[src/rtl/adders_pkg.sv]
// Shared types and defaults for the adders library.
// Holds the serial arithmetic FSM state type and the default operand width.
package adders_pkg;

    localparam int ADDER_WIDTH_DEF = 13;

    typedef enum logic [1:0] {
        IDLE,
        RUN,
        DONE
    } serial_state_t;

endpackage

[src/rtl/serial_sub13_if.sv]
// Operand/result handshake bundle for serial_sub13.
// Carries the extra op bit when SERIAL_ADDSUB_EN is defined.
interface serial_sub13_if
    import adders_pkg::*;
#(
    parameter int WIDTH = ADDER_WIDTH_DEF
);

    logic             in_valid;
    logic             in_ready;
    logic [WIDTH-1:0] a;
    logic [WIDTH-1:0] b;
    logic             out_valid;
    logic             out_ready;
    logic [WIDTH-1:0] diff;
    logic             borrow;
    logic             overflow;

`ifdef SERIAL_ADDSUB_EN
    logic             op;

    modport master (
        output in_valid, a, b, op, out_ready,
        input  in_ready, out_valid, diff, borrow, overflow
    );

    modport slave (
        input  in_valid, a, b, op, out_ready,
        output in_ready, out_valid, diff, borrow, overflow
    );
`else
    modport master (
        output in_valid, a, b, out_ready,
        input  in_ready, out_valid, diff, borrow, overflow
    );

    modport slave (
        input  in_valid, a, b, out_ready,
        output in_ready, out_valid, diff, borrow, overflow
    );
`endif

endinterface

[src/rtl/fa_bit.sv]
// Single combinational full-adder cell, the only arithmetic in the serial
// subtractor.
module fa_bit (
    input  logic a,
    input  logic b,
    input  logic ci,
    output logic s,
    output logic co
);

    assign s  = a ^ b ^ ci;
    assign co = (a & b) | (ci & (a ^ b));

endmodule

[src/rtl/serial_sub13.sv]
// Bit-serial two's-complement subtractor, a - b = a + ~b + 1, LSB first.
// Define SERIAL_ADDSUB_EN to add an op input selecting add (1) or subtract (0).
module serial_sub13
    import adders_pkg::*;
#(
    parameter int WIDTH = ADDER_WIDTH_DEF
) (
    input logic           clk,
    input logic           reset,
    serial_sub13_if.slave bus
);

    localparam int CW = $clog2(WIDTH);

    serial_state_t state;
    serial_state_t next_state;

    logic [WIDTH-1:0] a_sh;
    logic [WIDTH-1:0] b_sh;
    logic [WIDTH-1:0] diff_sh;
    logic             carry;
    logic             cmsb_in;
    logic [CW-1:0]    cnt;
    logic             s;
    logic             co;
    logic             accept;
    logic             last;
    logic             in_ready_int;
    logic             out_valid_int;
    logic             add_mode;

`ifdef SERIAL_ADDSUB_EN
    logic op_r;
    assign add_mode = op_r;
`else
    assign add_mode = 1'b0;
`endif

    fa_bit u_fa (
        .a  (a_sh[0]),
        .b  (b_sh[0]),
        .ci (carry),
        .s  (s),
        .co (co)
    );

    assign last = (cnt == CW'(WIDTH - 1));

    always_ff @(posedge clk) begin
        if (reset) begin
            state <= IDLE;
        end else begin
            state <= next_state;
        end
    end

    // Acceptance is blocked during reset so in_ready reads low while it is held.
    always_comb begin
        next_state    = state;
        in_ready_int  = 1'b0;
        out_valid_int = 1'b0;
        accept        = 1'b0;
        case (state)
            IDLE: begin
                in_ready_int = ~reset;
                if (bus.in_valid) begin
                    accept     = 1'b1;
                    next_state = RUN;
                end
            end
            RUN: begin
                if (last) begin
                    next_state = DONE;
                end
            end
            DONE: begin
                out_valid_int = 1'b1;
                if (bus.out_ready) begin
                    next_state = IDLE;
                end
            end
            default: next_state = IDLE;
        endcase
    end

    // cmsb_in keeps the carry entering the MSB, taken before the final update.
    always_ff @(posedge clk) begin
        if (reset) begin
            a_sh    <= '0;
            b_sh    <= '0;
            diff_sh <= '0;
            carry   <= 1'b0;
            cmsb_in <= 1'b0;
            cnt     <= '0;
`ifdef SERIAL_ADDSUB_EN
            op_r    <= 1'b0;
`endif
        end else begin
            case (state)
                IDLE: begin
                    if (accept) begin
                        a_sh <= bus.a;
                        cnt  <= '0;
`ifdef SERIAL_ADDSUB_EN
                        op_r  <= bus.op;
                        b_sh  <= bus.op ? bus.b : ~bus.b;
                        carry <= ~bus.op;
`else
                        b_sh  <= ~bus.b;
                        carry <= 1'b1;
`endif
                    end
                end
                RUN: begin
                    a_sh    <= a_sh >> 1;
                    b_sh    <= b_sh >> 1;
                    diff_sh <= {s, diff_sh[WIDTH-1:1]};
                    carry   <= co;
                    if (last) begin
                        cmsb_in <= carry;
                    end else begin
                        cnt <= cnt + 1'b1;
                    end
                end
                default: ;
            endcase
        end
    end

    assign bus.in_ready  = in_ready_int;
    assign bus.out_valid = out_valid_int;
    assign bus.diff      = out_valid_int ? diff_sh : '0;
    assign bus.borrow    = out_valid_int & (add_mode ? carry : ~carry);
    assign bus.overflow  = out_valid_int & (cmsb_in ^ carry);

endmodule
[src/flat_wrapper.sv]
// flat-port wrapper written by rule: the top's interface ports become plain ports
module serial_sub13_flat import adders_pkg::*;
#(
    parameter int WIDTH = ADDER_WIDTH_DEF
)
  (clk, reset, bus_in_valid, bus_a, bus_b, bus_out_ready, bus_in_ready, bus_out_valid, bus_diff, bus_borrow, bus_overflow);
  serial_sub13_if #(.WIDTH(WIDTH)) bus_i ();
  input logic clk;
  input logic reset;
  input wire logic [$bits(bus_i.in_valid)-1:0] bus_in_valid;
  input wire logic [$bits(bus_i.a)-1:0] bus_a;
  input wire logic [$bits(bus_i.b)-1:0] bus_b;
  input wire logic [$bits(bus_i.out_ready)-1:0] bus_out_ready;
  output wire logic [$bits(bus_i.in_ready)-1:0] bus_in_ready;
  output wire logic [$bits(bus_i.out_valid)-1:0] bus_out_valid;
  output wire logic [$bits(bus_i.diff)-1:0] bus_diff;
  output wire logic [$bits(bus_i.borrow)-1:0] bus_borrow;
  output wire logic [$bits(bus_i.overflow)-1:0] bus_overflow;
  assign bus_i.in_valid = bus_in_valid;
  assign bus_i.a = bus_a;
  assign bus_i.b = bus_b;
  assign bus_i.out_ready = bus_out_ready;
  assign bus_in_ready = bus_i.in_ready;
  assign bus_out_valid = bus_i.out_valid;
  assign bus_diff = bus_i.diff;
  assign bus_borrow = bus_i.borrow;
  assign bus_overflow = bus_i.overflow;
  serial_sub13 #(.WIDTH(WIDTH)) u_core (.clk(clk), .reset(reset), .bus(bus_i));
endmodule
[config.mk]
export PLATFORM = sky130hd
export DESIGN_NAME = serial_sub13_flat
export DESIGN_NICKNAME = d
export VERILOG_FILES = /design/src/rtl/adders_pkg.sv /design/src/rtl/serial_sub13_if.sv /design/src/rtl/fa_bit.sv /design/src/rtl/serial_sub13.sv /design/src/flat_wrapper.sv
export SDC_FILE = /design/constraint.sdc
export NUM_CORES = 1
export LEC_CHECK = 0
export ABC_AREA = 0
export CAP_MARGIN = 20
export CORE_MARGIN = 1
export CORE_UTILIZATION = 50
export CTS_CLUSTER_DIAMETER = 200
export DETAILED_ROUTE_END_ITERATION = 7
export PLACE_DENSITY = 0.79
export SLEW_MARGIN = 20
export SYNTH_ARGS = -nofsm -noshare
export SYNTH_HDL_FRONTEND = slang
export SYNTH_SLANG_ARGS = --single-unit
export TNS_END_PERCENT = 30
[constraint.sdc]
create_clock -name clk -period 1.5 [get_ports clk]
set_input_delay 0.15 -clock clk [delete_from_list [all_inputs] [get_ports clk]]
set_output_delay 0.15 -clock clk [all_outputs]
set_load 0.01 [all_outputs]
==> out/metrics.cfg <==
[outcome]
status=finished clean

[yosys]
synth-edff-count=0
syn_inst=265
ys.flop_type=dfxtp_1
synth-seq-area-share=0.423
synth_nets=298
async_reset_ff_frac=0
ys_ff_latch=47
syn_area_per_cell_um2=8.39
yosysWarnings=0
synthTopCellsByArea=dfxtp_1 (42%), and2_1 (6.8%), a21oi_1 (6.5%)
yosys.area.top_type=dfxtp_1
ys_types=35
synth_top_area_share=0.423
syn_area_um2=2220

[route]
routed_wl_um=4720
vias=1986
avgViaCountPerCell=5.44
first_pass_iters=4
ant_nets=0
wl_per_cell_um=12.9
drt_iter0_markers=148
drcViolationCount=0

[global_routing]
antenna_found_initial=0
grt_pass1_vias=1893
grt_pass1_wl_um=7890
grt_max_degree=36
gr-total-overflow=0
grt_util_all_layers=0.228

[sta]
tightest_slew_ps=322
rsz0062_at_grt=true
finalMaxSlewViolations=0
slew-limit-headroom=0.785
setup_viol=0
skew_ps=6.62
post-route-period-util=0.994
timing.final.ws_setup_ps=8.34
hold_viol=0
final.min_clock_period_ps=1490
hold-worst-slack_ps=390
clock.fmax_ghz=0.670

[worst_setup_path]
endpoint_kind=primary output
worstSetupPathType=flip-flop to primary output
crit_fanout=7
reg2reg_depth=5
required_ps=1350
startpoint_type=flip-flop
rrSetupSlack_ps=50
cp.arrival_ps=1340

[hold_path]
hold_class=input pin to flip-flop
hold_depth=3

[final_layout]
antennaDiodeCount=0
nets=347
areaGrowthSynthToFinish_pct=28.5
drive_gt1_frac=0.178

[floorplan]
die_w_um=68.7
design.die.area_um2=4720
ios=47
coreArea_um2=4140
rows=23
start_util=0.537
die_height_um=68.7

[power_and_ir_drop]
leakagePower_nw=1.13
power_mw=2.51
cellPowerDensity_nw_per_um2=879
ir_drop_v=0.000565

[cts]
cts_buffers=5
ctsRootBufferMaster=clkbuf_8
postCtsHoldBufs=0
cts_max_level=2
clk_path_buf_depth=2
clk_pin_slew_worst_paths_ps=90
cts_tree=yes
clock_latency_ps=310
cts.sinks=47

[place]
gp_congestion=0.782
hpwl_um=3160
numPortBuffers=46
pre_cts_ws_ps=-64.3

[job]
maxCapViolations=0

[kinds of logic after synthesis]
| kind of cell | synth area share |
|---|---|
| AND/OR/NAND/NOR | 0.273 |
| AO/OA/AOI/OAI | 0.209 |
| flip-flops | 0.423 |
| buffers and inverters | 0.0698 |
| adder cells (fa/ha/maj) | 0.0203 |
| XOR/XNOR | 0.00394 |
[path summary, 6_finish.rpt]
path / start / end
max: u_core.state[0] / bus_diff[10]
min: bus_a[7] / u_core.a_sh[7]
max reg2reg: u_core.state[1] / u_core.a_sh[6]
min reg2reg: u_core.diff_sh[0] / u_core.diff_sh[0]
[layer usage]
layer | vias up | global-route usage | part of all wire
met3 | 7 | 0.0592 | 0.042
li1 | 998 | - | -
met4 | 0 | 0.0833 | 0.016
met1 | 942 | 0.266 | 0.46
met5 | - | 0 | 0
met2 | 39 | 0.398 | 0.49
[sequential cells by signal (all words and copies together), names as in the netlist]
signal          flops
u_core.b_sh        13
u_core.cmsb_in      1
u_core.carry        1
u_core.a_sh        13
u_core.diff_sh     13
u_core.state        2
u_core.cnt          4
[cells in the mapped netlist, types with 2 or more instances]
master     n
nand2b_1   2
ha_1       2
nor3_1     3
a21oi_1   29
clkbuf_1   7
and2_1    24
a211oi_1  12
o21ai_0    4
nor2_1    32
o31ai_2    8
a32oi_1    2
nand4_1    3
o31ai_1    3
buf_2     10
nand2_1   38
dfxtp_1   47
inv_1      4
nand3b_1  13
buf_6      5
nand3_1    2
[per-stage QoR]
step	util	setup TNS (ps)	cells	cell area, um2
detailed placement	0.664	-950	353	2750
global placement	0.664	-510	353	2750
CTS	0.690	-42.3	365	2860
floorplan	-	0	265	2220
finish	0.690	0	365	2860
global route	0.690	-86.5	365	2860
[power breakdown]
part / internal (mW) / total, mW / leakage [nW] / switching [mW]
clock: 0.324 / 0.750 / 0.0402 / 0.426
combinational: 0.204 / 0.399 / 0.705 / 0.194
sequential: 1.32 / 1.36 / 0.386 / 0.0449
[area by class of cell]
| cell class | instances | area, um2 |
|---|---|---|
| Timing Repair inverter | 1 | 7.51 |
| Fill cell | 359 | 1290 |
| Clock inverter | 3 | 20.0 |
| Inverter | 4 | 17.5 |
| Multi-Input combinational cell | 191 | 1150 |
| Clock buffer | 5 | 68.8 |
| Timing Repair Buffer | 64 | 586 |
| Sequential cell | 47 | 942 |
| Tap cell | 50 | 62.6 |
[cells in the final DEF (no fill, tap or decap), types with 4 or more instances in the layout]
cell type / count
clkbuf_2: 8
o21ai_0: 4
nand3b_1: 13
nand2_1: 38
a21oi_1: 29
a211oi_1: 12
buf_4: 13
and2_1: 22
clkbuf_8: 5
o31ai_2: 8
dfxtp_1: 46
buf_6: 5
clkdlybuf4s50_1: 29
nor2_1: 32
[worst max-delay path: stages, from the launching register on]
cell and delay, ps:
dfxtp_2 340, nand2b_4 160, clkinvlp_4 150, buf_6 140
and2_4 140, buf_6 110
[timing repair]
item                                    CTS  global route
gates cloned                              1             0
setup buffers                             3             0
hold endpoints to repair                  0             0
resized for setup                        36            24
endpoints found under the setup margin   17            18
Power figures use the tool's default switching activity.
